==> src/rtl/cpu_trace_buffer.sv <==
// Commit-trace capture FIFO for the pipelined MIPS core, with run-length limit and valid/ready drain.
// Optional per-entry cycle timestamp (rd_stamp) when TRACE_TIMESTAMP_EN is defined.
module cpu_trace_buffer #(
  parameter int DEPTH      = 16,
  parameter int MAX_CYCLES = 4000,
  parameter int CNT_W      = 16
) (
  input  logic             clk,
  input  logic             reset,
  input  logic             start,
  input  logic             stop,
  input  logic             commit_valid,
  input  logic [31:0]      commit_pc,
  input  logic [31:0]      commit_instr,
  input  logic             commit_wen,
  input  logic [4:0]       commit_waddr,
  input  logic [31:0]      commit_wdata,
  output logic             rd_valid,
  input  logic             rd_ready,
  output logic [31:0]      rd_pc,
  output logic [31:0]      rd_instr,
  output logic             rd_wen,
  output logic [4:0]       rd_waddr,
  output logic [31:0]      rd_wdata,
  output logic             busy,
  output logic             done,
  output logic             overflow,
  output logic [CNT_W-1:0] cycle_count,
  output logic [CNT_W-1:0] drop_count
`ifdef TRACE_TIMESTAMP_EN
  ,
  output logic [CNT_W-1:0] rd_stamp
`endif
);

  localparam int AW = $clog2(DEPTH);
  localparam logic [CNT_W-1:0] LIMIT = CNT_W'(MAX_CYCLES - 1);

  typedef enum logic [1:0] {IDLE, RUN, DONE} state_t;

  state_t           state_q, state_d;
  logic             busy_q, busy_d;
  logic             done_q, done_d;
  logic             overflow_q, overflow_d;
  logic [CNT_W-1:0] cycle_count_q, cycle_count_d;
  logic [CNT_W-1:0] drop_count_q, drop_count_d;
  logic [AW:0]      wr_ptr_q, wr_ptr_d;
  logic [AW:0]      rd_ptr_q, rd_ptr_d;

  logic [31:0] pc_mem_q    [DEPTH];
  logic [31:0] instr_mem_q [DEPTH];
  logic        wen_mem_q   [DEPTH];
  logic [4:0]  waddr_mem_q [DEPTH];
  logic [31:0] wdata_mem_q [DEPTH];
`ifdef TRACE_TIMESTAMP_EN
  logic [CNT_W-1:0] stamp_mem_q [DEPTH];
`endif

  logic          empty, full, pop, capture, push, drop, limit_hit;
  logic [AW-1:0] rd_idx;

  // Extra pointer MSB distinguishes full from empty when the indices match.
  assign empty     = (wr_ptr_q == rd_ptr_q);
  assign full      = (wr_ptr_q[AW] != rd_ptr_q[AW]) && (wr_ptr_q[AW-1:0] == rd_ptr_q[AW-1:0]);
  assign rd_idx    = rd_ptr_q[AW-1:0];
  assign pop       = !empty && rd_ready;
  assign capture   = (state_q == RUN) && commit_valid;
  assign push      = capture && (!full || pop);
  assign drop      = capture && !push;
  assign limit_hit = (MAX_CYCLES != 0) && (cycle_count_q == LIMIT);

  always_comb begin
    state_d       = state_q;
    overflow_d    = overflow_q;
    cycle_count_d = cycle_count_q;
    drop_count_d  = drop_count_q;
    wr_ptr_d      = wr_ptr_q + (AW+1)'(push);
    rd_ptr_d      = rd_ptr_q + (AW+1)'(pop);
    case (state_q)
      RUN: begin
        cycle_count_d = cycle_count_q + CNT_W'(1);
        if (drop) begin
          overflow_d = 1'b1;
          if (drop_count_q != '1) drop_count_d = drop_count_q + CNT_W'(1);
        end
        if (stop || limit_hit) state_d = DONE;
      end
      default: begin
        if (start) begin
          state_d       = RUN;
          overflow_d    = 1'b0;
          cycle_count_d = '0;
          drop_count_d  = '0;
          wr_ptr_d      = '0;
          rd_ptr_d      = '0;
        end
      end
    endcase
    busy_d = (state_d == RUN);
    done_d = (state_d == DONE);
  end

  always_ff @(posedge clk) begin
    if (!reset) begin
      state_q       <= IDLE;
      busy_q        <= 1'b0;
      done_q        <= 1'b0;
      overflow_q    <= 1'b0;
      cycle_count_q <= '0;
      drop_count_q  <= '0;
      wr_ptr_q      <= '0;
      rd_ptr_q      <= '0;
    end else begin
      state_q       <= state_d;
      busy_q        <= busy_d;
      done_q        <= done_d;
      overflow_q    <= overflow_d;
      cycle_count_q <= cycle_count_d;
      drop_count_q  <= drop_count_d;
      wr_ptr_q      <= wr_ptr_d;
      rd_ptr_q      <= rd_ptr_d;
    end
  end

  // Entry storage needs no reset; it is only observed through rd_valid.
  always_ff @(posedge clk) begin
    if (push) begin
      pc_mem_q[wr_ptr_q[AW-1:0]]    <= commit_pc;
      instr_mem_q[wr_ptr_q[AW-1:0]] <= commit_instr;
      wen_mem_q[wr_ptr_q[AW-1:0]]   <= commit_wen;
      waddr_mem_q[wr_ptr_q[AW-1:0]] <= commit_waddr;
      wdata_mem_q[wr_ptr_q[AW-1:0]] <= commit_wdata;
`ifdef TRACE_TIMESTAMP_EN
      stamp_mem_q[wr_ptr_q[AW-1:0]] <= cycle_count_q;
`endif
    end
  end

  assign rd_valid    = !empty;
  assign rd_pc       = rd_valid ? pc_mem_q[rd_idx]    : '0;
  assign rd_instr    = rd_valid ? instr_mem_q[rd_idx] : '0;
  assign rd_wen      = rd_valid ? wen_mem_q[rd_idx]   : 1'b0;
  assign rd_waddr    = rd_valid ? waddr_mem_q[rd_idx] : '0;
  assign rd_wdata    = (rd_valid && wen_mem_q[rd_idx]) ? wdata_mem_q[rd_idx] : '0;
`ifdef TRACE_TIMESTAMP_EN
  assign rd_stamp    = rd_valid ? stamp_mem_q[rd_idx] : '0;
`endif
  assign busy        = busy_q;
  assign done        = done_q;
  assign overflow    = overflow_q;
  assign cycle_count = cycle_count_q;
  assign drop_count  = drop_count_q;

endmodule

==> config.mk <==
export PLATFORM = sky130hd
export DESIGN_NAME = cpu_trace_buffer
export DESIGN_NICKNAME = d
export VERILOG_FILES = /design/src/rtl/cpu_trace_buffer.sv
export SDC_FILE = /design/constraint.sdc
export NUM_CORES = 1
export LEC_CHECK = 0
export BUFFER_PORTS_ARGS = -buffer_cell sky130_fd_sc_hd__buf_2
export CORE_ASPECT_RATIO = 1.25
export CORE_MARGIN = 5
export CORE_UTILIZATION = 50
export DETAILED_ROUTE_END_ITERATION = 8
export PLACE_DENSITY = 0.7
export SLEW_MARGIN = 20
export SYNTH_ARGS = -nofsm -noshare
export SYNTH_HDL_FRONTEND = slang
export SYNTH_SLANG_ARGS = --single-unit
==> constraint.sdc <==
create_clock -name clk -period 11.4 [get_ports clk]
set_clock_uncertainty 0.2 [all_clocks]
set_input_delay 0.57 -clock clk [delete_from_list [all_inputs] [get_ports clk]]
set_output_delay 0.57 -clock clk [all_outputs]
set_load 0.02 [all_outputs]
==> results.yml, run 1 <==
synthesis:
  synth_edf_count: 1632
  yosys-mux-area-fraction_pct: 17.9
  synth-seq-area-share_pct: 77.8
  synth_top_cell_area_share_pct: 76.3
  post_synth.cell_area_avg_um2: 24.1
  syn-instance-count: 2663
  yosys.area.top_type: "edfxtp_1"
  syn-cell-area_mm2: 0.0642
  synth_top_family_by_area: "multiplexers"
  ys_top_cells_by_area: "edfxtp_1 76%, mux4_2 18%, dfxtp_1 1.5%"
  yosys.area_share.simple_pct: 2.27
  yosysWarningCount: 0
  ys_dominant_reg_cell: "edfxtp_1"
  async_reset_ff_share_pct: 0
  synth_fa_ha_area_share_pct: 0.117
  synth.net_count: 2777
  synthXorXnorAreaFrac_pct: 0.177
  synth_compound_area_share_pct: 0.588
  ys_types: 58
  synth_seq_cells: 1679
cells_and_area:
  final_cell_count_no_fill: 4944
  nNetsFinal: 3212
  final_common_cell: "edfxtp_1"
  multiInputGateArea_mm2: 0.0137
  layout_common_cells: "1,632 x edfxtp_1, 509 x mux4_2, 245 x buf_2, 160 x clkbuf_16"
  seqCellArea_mm2: 0.0500
  drive_above_1_share_pct: 33.2
  postLayoutCoreUtil_pct: 57.4
  area_growth_pct: 14.4
  fillCellCount: 9113
timing:
  tightest_slew_ns: 1.10
  period_needed_ns: 5.77
  slew_headroom_pct: 26.5
  finalCritPeriodShare_pct: 50.6
  setup_tns_ns: 0
  final_max_slew_viol_count: 0
  max_freq_ghz: 0.173
  rsz0062_at_grt: "false"
  setup_viol: 0
  hold_viol: 0
critical_path:
  slowest_stage: "buf_4"
  critPathKind: "flop to output port"
  crit_arrival_ns: 5.00
  start_kind: "flop"
  slowest_delay_ns: 0.90
  crit_path_end_kind: "output port"
  reg2reg_to: "waddr_mem_q[12][3]"
  rrSetupSlack_ns: 6.62
  r2r-start: "rd_ptr_q[1]"
  rr_worst_depth: 6
  path_cells: "buf_4 -> buf_4 -> mux4_2 -> mux4_2 -> nor2b_1 -> buf_2"
  crit_required_ns: 10.63
  crit_fanout: 73
floorplanning:
  start_util_pct: 50.2
  fp.dieH_um: 411
  io_pins: 246
  placementRows: 147
  die_width_um: 331
  die_area_mm2: 0.136
  core-area_mm2: 0.128
hold_path:
  hold_path_class: "input pin to flop"
  holdCritStartpoint: "rd_ready"
  hold_depth: 4
  hold_path_end: "overflow"
cts:
  h-tree-depth: 4
  clkTransAtPathRegs_ns: 0.06
  cts_made_buffers: 156
  cts_setup_buffers: 0
  cts_sinks: 1679
  cts_tree: "built"
  cts_root_buffer: "clkbuf_16"
  post_cts_resize_count: 0
  clkLatencyLatePin_ns: 0.77
  max-clock-path-buffers: 3
run:
  drv_cap: 0
drt:
  drtIter0Drc: 3232
  wirelength_mm: 147
  avgRoutedWirePerCell_um: 29.8
  viasPerCell: 6.10
  via_count: 30100
  drc: 0
  ant_nets: 0
  drtPass1Iterations: 6
power_and_ir_drop:
  power_frac_seq_pct: 56.2
  swShare_pct: 19.7
  p_leak_nw: 22.6
  power_switching_mw: 2.38
  p_clk_share_pct: 41.1
  comb_power_share_pct: 2.6
  ir_drop_mv: 0.196
  internal_power_mw: 9.70
  powerDensity_mw_per_mm2: 164
placed_design:
  dp.cells: 4547
  place_hpwl_mm: 76.3
  io_buffer_count: 245
  gp_congestion: 0.820
run_status:
  outcome: "complete, no violations"
global_routing:
  grt_usage_pct: 21.9
  antenna_found_initial: 20
  grt_overflow: 0
  grt_first_pass_wirelength_mm: 215
  grt_pass1_vias: 31300
  grt_max_degree: 98
## synthesized netlist by cell type, types with 3 or more instances
| library cell | count |
|---|---|
| mux2_2 | 3 |
| nand4b_1 | 3 |
| a211oi_1 | 4 |
| nand2b_1 | 3 |
| buf_6 | 15 |
| nor2b_1 | 105 |
| a311oi_1 | 3 |
| nand3b_1 | 3 |
| or3_1 | 4 |
| nand4_1 | 6 |
| and3_1 | 9 |
| o21a_1 | 4 |
| dfxtp_1 | 47 |
| inv_1 | 4 |
| a21oi_1 | 17 |
| nor3_1 | 9 |
| xnor2_1 | 4 |
| ha_1 | 6 |
| clkbuf_1 | 77 |
| and4_1 | 3 |
| and2_1 | 6 |
| or4_1 | 5 |
| nand3_1 | 23 |
| nand2_1 | 25 |
| edfxtp_1 | 1632 |
| o211ai_1 | 6 |
| buf_2 | 23 |
| xor2_1 | 9 |
| buf_4 | 16 |
| buf_1 | 8 |
| mux4_2 | 509 |
| o41ai_1 | 3 |
| nor4_1 | 4 |
| a31oi_1 | 3 |
| nor2_1 | 32 |
## cells by family after synthesis
family | count (synthesis)
AOI/OAI and AO/OA | 54
xor gates and xnor gates | 13
muxes | 514
buffers and inverters | 145
adders and majority gates | 6
and+or+nand+nor | 252
DFF | 1679
## worst max-delay path by stage
stage	startpoint	endpoint	slack [ns]
2_1_floorplan	rd_ptr_q[0]	instr_mem_q[0][0]	2.14
3_3_place_gp	rd_ptr_q[0]	rd_pc[5]	6.32
3_5_place_dp	rd_ptr_q[0]	rd_pc[5]	6.25
4_1_cts	rd_ptr_q[0]	rd_pc[5]	5.39
5_1_grt	rd_ptr_q[0]	rd_pc[5]	5.45
6_report	rd_ptr_q[1]	rd_instr[16]	5.63
## what timing repair did
item / in CTS / in global routing
hold buffers: 105 / 0
endpoints found under the hold margin: 1642 / 0
setup endpoints to repair: 0 / 0
## sequential cells by signal, summed over array words and instances (netlist names)
register	flops
cycle_count	16
rd_ptr_q	5
drop_count	16
pc_mem_q	512
busy	1
wr_ptr_q	5
overflow	1
wen_mem_q	16
wdata_mem_q	512
waddr_mem_q	80
state_q	2
instr_mem_q	512
done	1
## final cells by class
type	count	area share, %
sequential	1679	68.0
multi-input combinational	839	18.6
clock buffer	188	5.59
timing repair buffer	416	3.86
tap	1713	2.92
clock inverter	89	1.01
antenna	14	0.0477
inverter	6	0.0306
## worst max-delay path: cells and delay by family (launching register included)
kind,cells,cell delay (ns)
flip-flops,1,0.85
multiplexers,2,0.90
AND/OR/NAND/NOR,1,0.21
buffers and inverters,3,2.03
## metrics by stage
stage | power [mW] | area (µm²) | setup WS, ns | hold WS, ns
6_report | 12.1 | 73500 | 5.63 | 0.182
5_1_grt | 12.5 | 73500 | 5.45 | 0.177
3_5_place_dp | 7.21 | 67500 | 6.25 | 0.249
2_1_floorplan | 7.07 | 64200 | 2.14 | 0.299
4_1_cts | 12.2 | 73400 | 5.39 | 0.0823
3_3_place_gp | 7.19 | 67500 | 6.32 | 0.246
## metal layers
| metal | part of all wire (%) | GRT usage (%) |
|---|---|---|
| met1 | 39 | 29.8 |
| met2 | 51 | 36.7 |
| met3 | 8.0 | 4.75 |
| met4 | 2.0 | 5.39 |
| met5 | 0.018 | 0 |
## power by group through the flow
| stage | clock, mW | sequential, mW | combinational [mW] |
|---|---|---|---|
| finish | 4.97 | 6.79 | 0.320 |
| global route | 5.34 | 6.79 | 0.345 |
| CTS | 5.07 | 6.79 | 0.324 |
| detailed placement | 0 | 6.92 | 0.288 |
| global placement | 0 | 6.92 | 0.273 |
| floorplan | 0 | 6.93 | 0.144 |
Power figures use the tool's default switching activity.
==> inputs of run 2 (changes only) <==
Clock period 11.4 ns to 5.4 ns, I/O delays scaled along.
==> run 2 against run 1 <==
Against the previous run: final area up 0.83%; clock power increased by 120%; highest routed layer unchanged; largest cell class unchanged; critical path depth down 1; via count down 1.2%.
==> results.yml, run 2 (synthesized netlist as in run 1, its figures left out) <==
cells_and_area:
  nNetsFinal: 3206
  drive_above_1_share_pct: 33.2
  layout_common_cells: "1,632 x edfxtp_1, 509 x mux4_2, 245 x buf_2, 160 x clkbuf_16, 107 x dlygate4sd3_1"
  final_common_cell: "edfxtp_1"
  area_growth_pct: 15.4
  postLayoutCoreUtil_pct: 57.9
timing:
  rsz0062_at_grt: "false"
  period_needed_ns: 4.87
  hold_viol: 0
  setup_tns_ns: 0
  setup_viol: 0
  timing.final.ws_setup_ns: 0.534
  finalCritPeriodShare_pct: 90.1
  final_max_slew_viol_count: 0
  slew_headroom_pct: 31.0
  tightest_slew_ns: 1.04
  hold_slack_ns: 0.125
  max_freq_ghz: 0.205
global_routing:
  grt_first_pass_wirelength_mm: 211
  grt_usage_pct: 21.5
  met2_usage_pct: 35.4
  gr-usage-met1_pct: 29.8
  grt_overflow: 0
  grt_pass1_vias: 31000
  met3_usage_pct: 4.93
  antenna_found_initial: 19
  top_usage_layer: "met2"
  grt_max_degree: 185
drt:
  avgRoutedWirePerCell_um: 29.3
  via_count: 29800
  drtPass1Iterations: 7
  ant_nets: 0
  wirelength_mm: 145
  viasPerCell: 6.03
  drc: 0
  drtIter0Drc: 3194
floorplanning:
  io_pins: 246
  die_area_mm2: 0.136
  start_util_pct: 50.2
  fp.dieH_um: 411
  core-area_mm2: 0.128
  die_width_um: 331
  placementRows: 147
cts:
  cts_sinks: 1679
  cts_made_buffers: 157
  clkLatencyLatePin_ns: 0.78
  cts_tree: "built"
  clkTransAtPathRegs_ns: 0.06
  hold_buffers: 107
  post_cts_resize_count: 0
  cts_root_buffer: "clkbuf_16"
  h-tree-depth: 4
  max-clock-path-buffers: 3
  cts_setup_buffers: 0
placed_design:
  place_worst_setup_slack_ns: 1.21
  gp_congestion: 0.833
  io_buffer_count: 245
  place_hpwl_mm: 71.4
power_and_ir_drop:
  ir_drop_mv: 0.341
  p_leak_nw: 22.8
  powerDensity_mw_per_mm2: 352
critical_path:
  crit_required_ns: 4.93
  critPathKind: "flop to output port"
  start_kind: "flop"
  crit_fanout: 43
  crit_arrival_ns: 4.40
  crit_path_end_kind: "output port"
run:
  drv_cap: 0
hold_path:
  hold_path_class: "input pin to flop"
run_status:
  outcome: "complete, no violations"
[run 2: worst max-delay path, stage by stage, from the launching register on]
cell and delay [ns]:
dfxtp_4 0.71, buf_4 0.85, buf_4 0.86, mux4_2 0.35
nor2b_1 0.49, buf_2 0.28
[run 2: worst paths after layout]
path | from | end | slack, ns | cells past startpoint
max reg2reg | wr_ptr_q[2] | rd_ptr_q[4] | 1.30 | 10
min reg2reg | overflow | overflow | 0.30 | 2
min | commit_valid | overflow | 0.12 | 5
max | rd_ptr_q[2] | rd_wdata[29] | 0.53 | 5
[run 2: power by group]
group	internal (mW)	switching [mW]	total (mW)
sequential	14.3	0.0120	14.3
combinational	0.269	0.411	0.679
clock	6.44	4.61	11.0
[run 2: metrics by stage]
stage | cell area (µm²) | total power, mW | cells
2_1_floorplan | 64300 | 14.9 | 2663
3_3_place_gp | 67700 | 15.2 | 4534
3_5_place_dp | 67800 | 15.2 | 4535
4_1_cts | 74000 | 26.3 | 4923
5_1_grt | 74100 | 26.9 | 4933
6_report | 74100 | 26.1 | 4942
[run 2: area by class of cell]
type / count / area [µm²]
Antenna cell: 15 / 37.5
Clock buffer: 190 / 4120
Clock inverter: 91 / 1010
Fill cell: 9076 / 53900
Inverter: 6 / 22.5
Multi-Input combinational cell: 839 / 13700
Sequential cell: 1679 / 50000
Tap cell: 1713 / 2140
Timing Repair Buffer: 409 / 3140
[run 2: layer usage]
layer	vias to the layer above	share of wire, %
met4	8	1.9
met1	16000	40
li1	12300	-
met2	1217	51
met3	209	7.7
met5	-	0.031
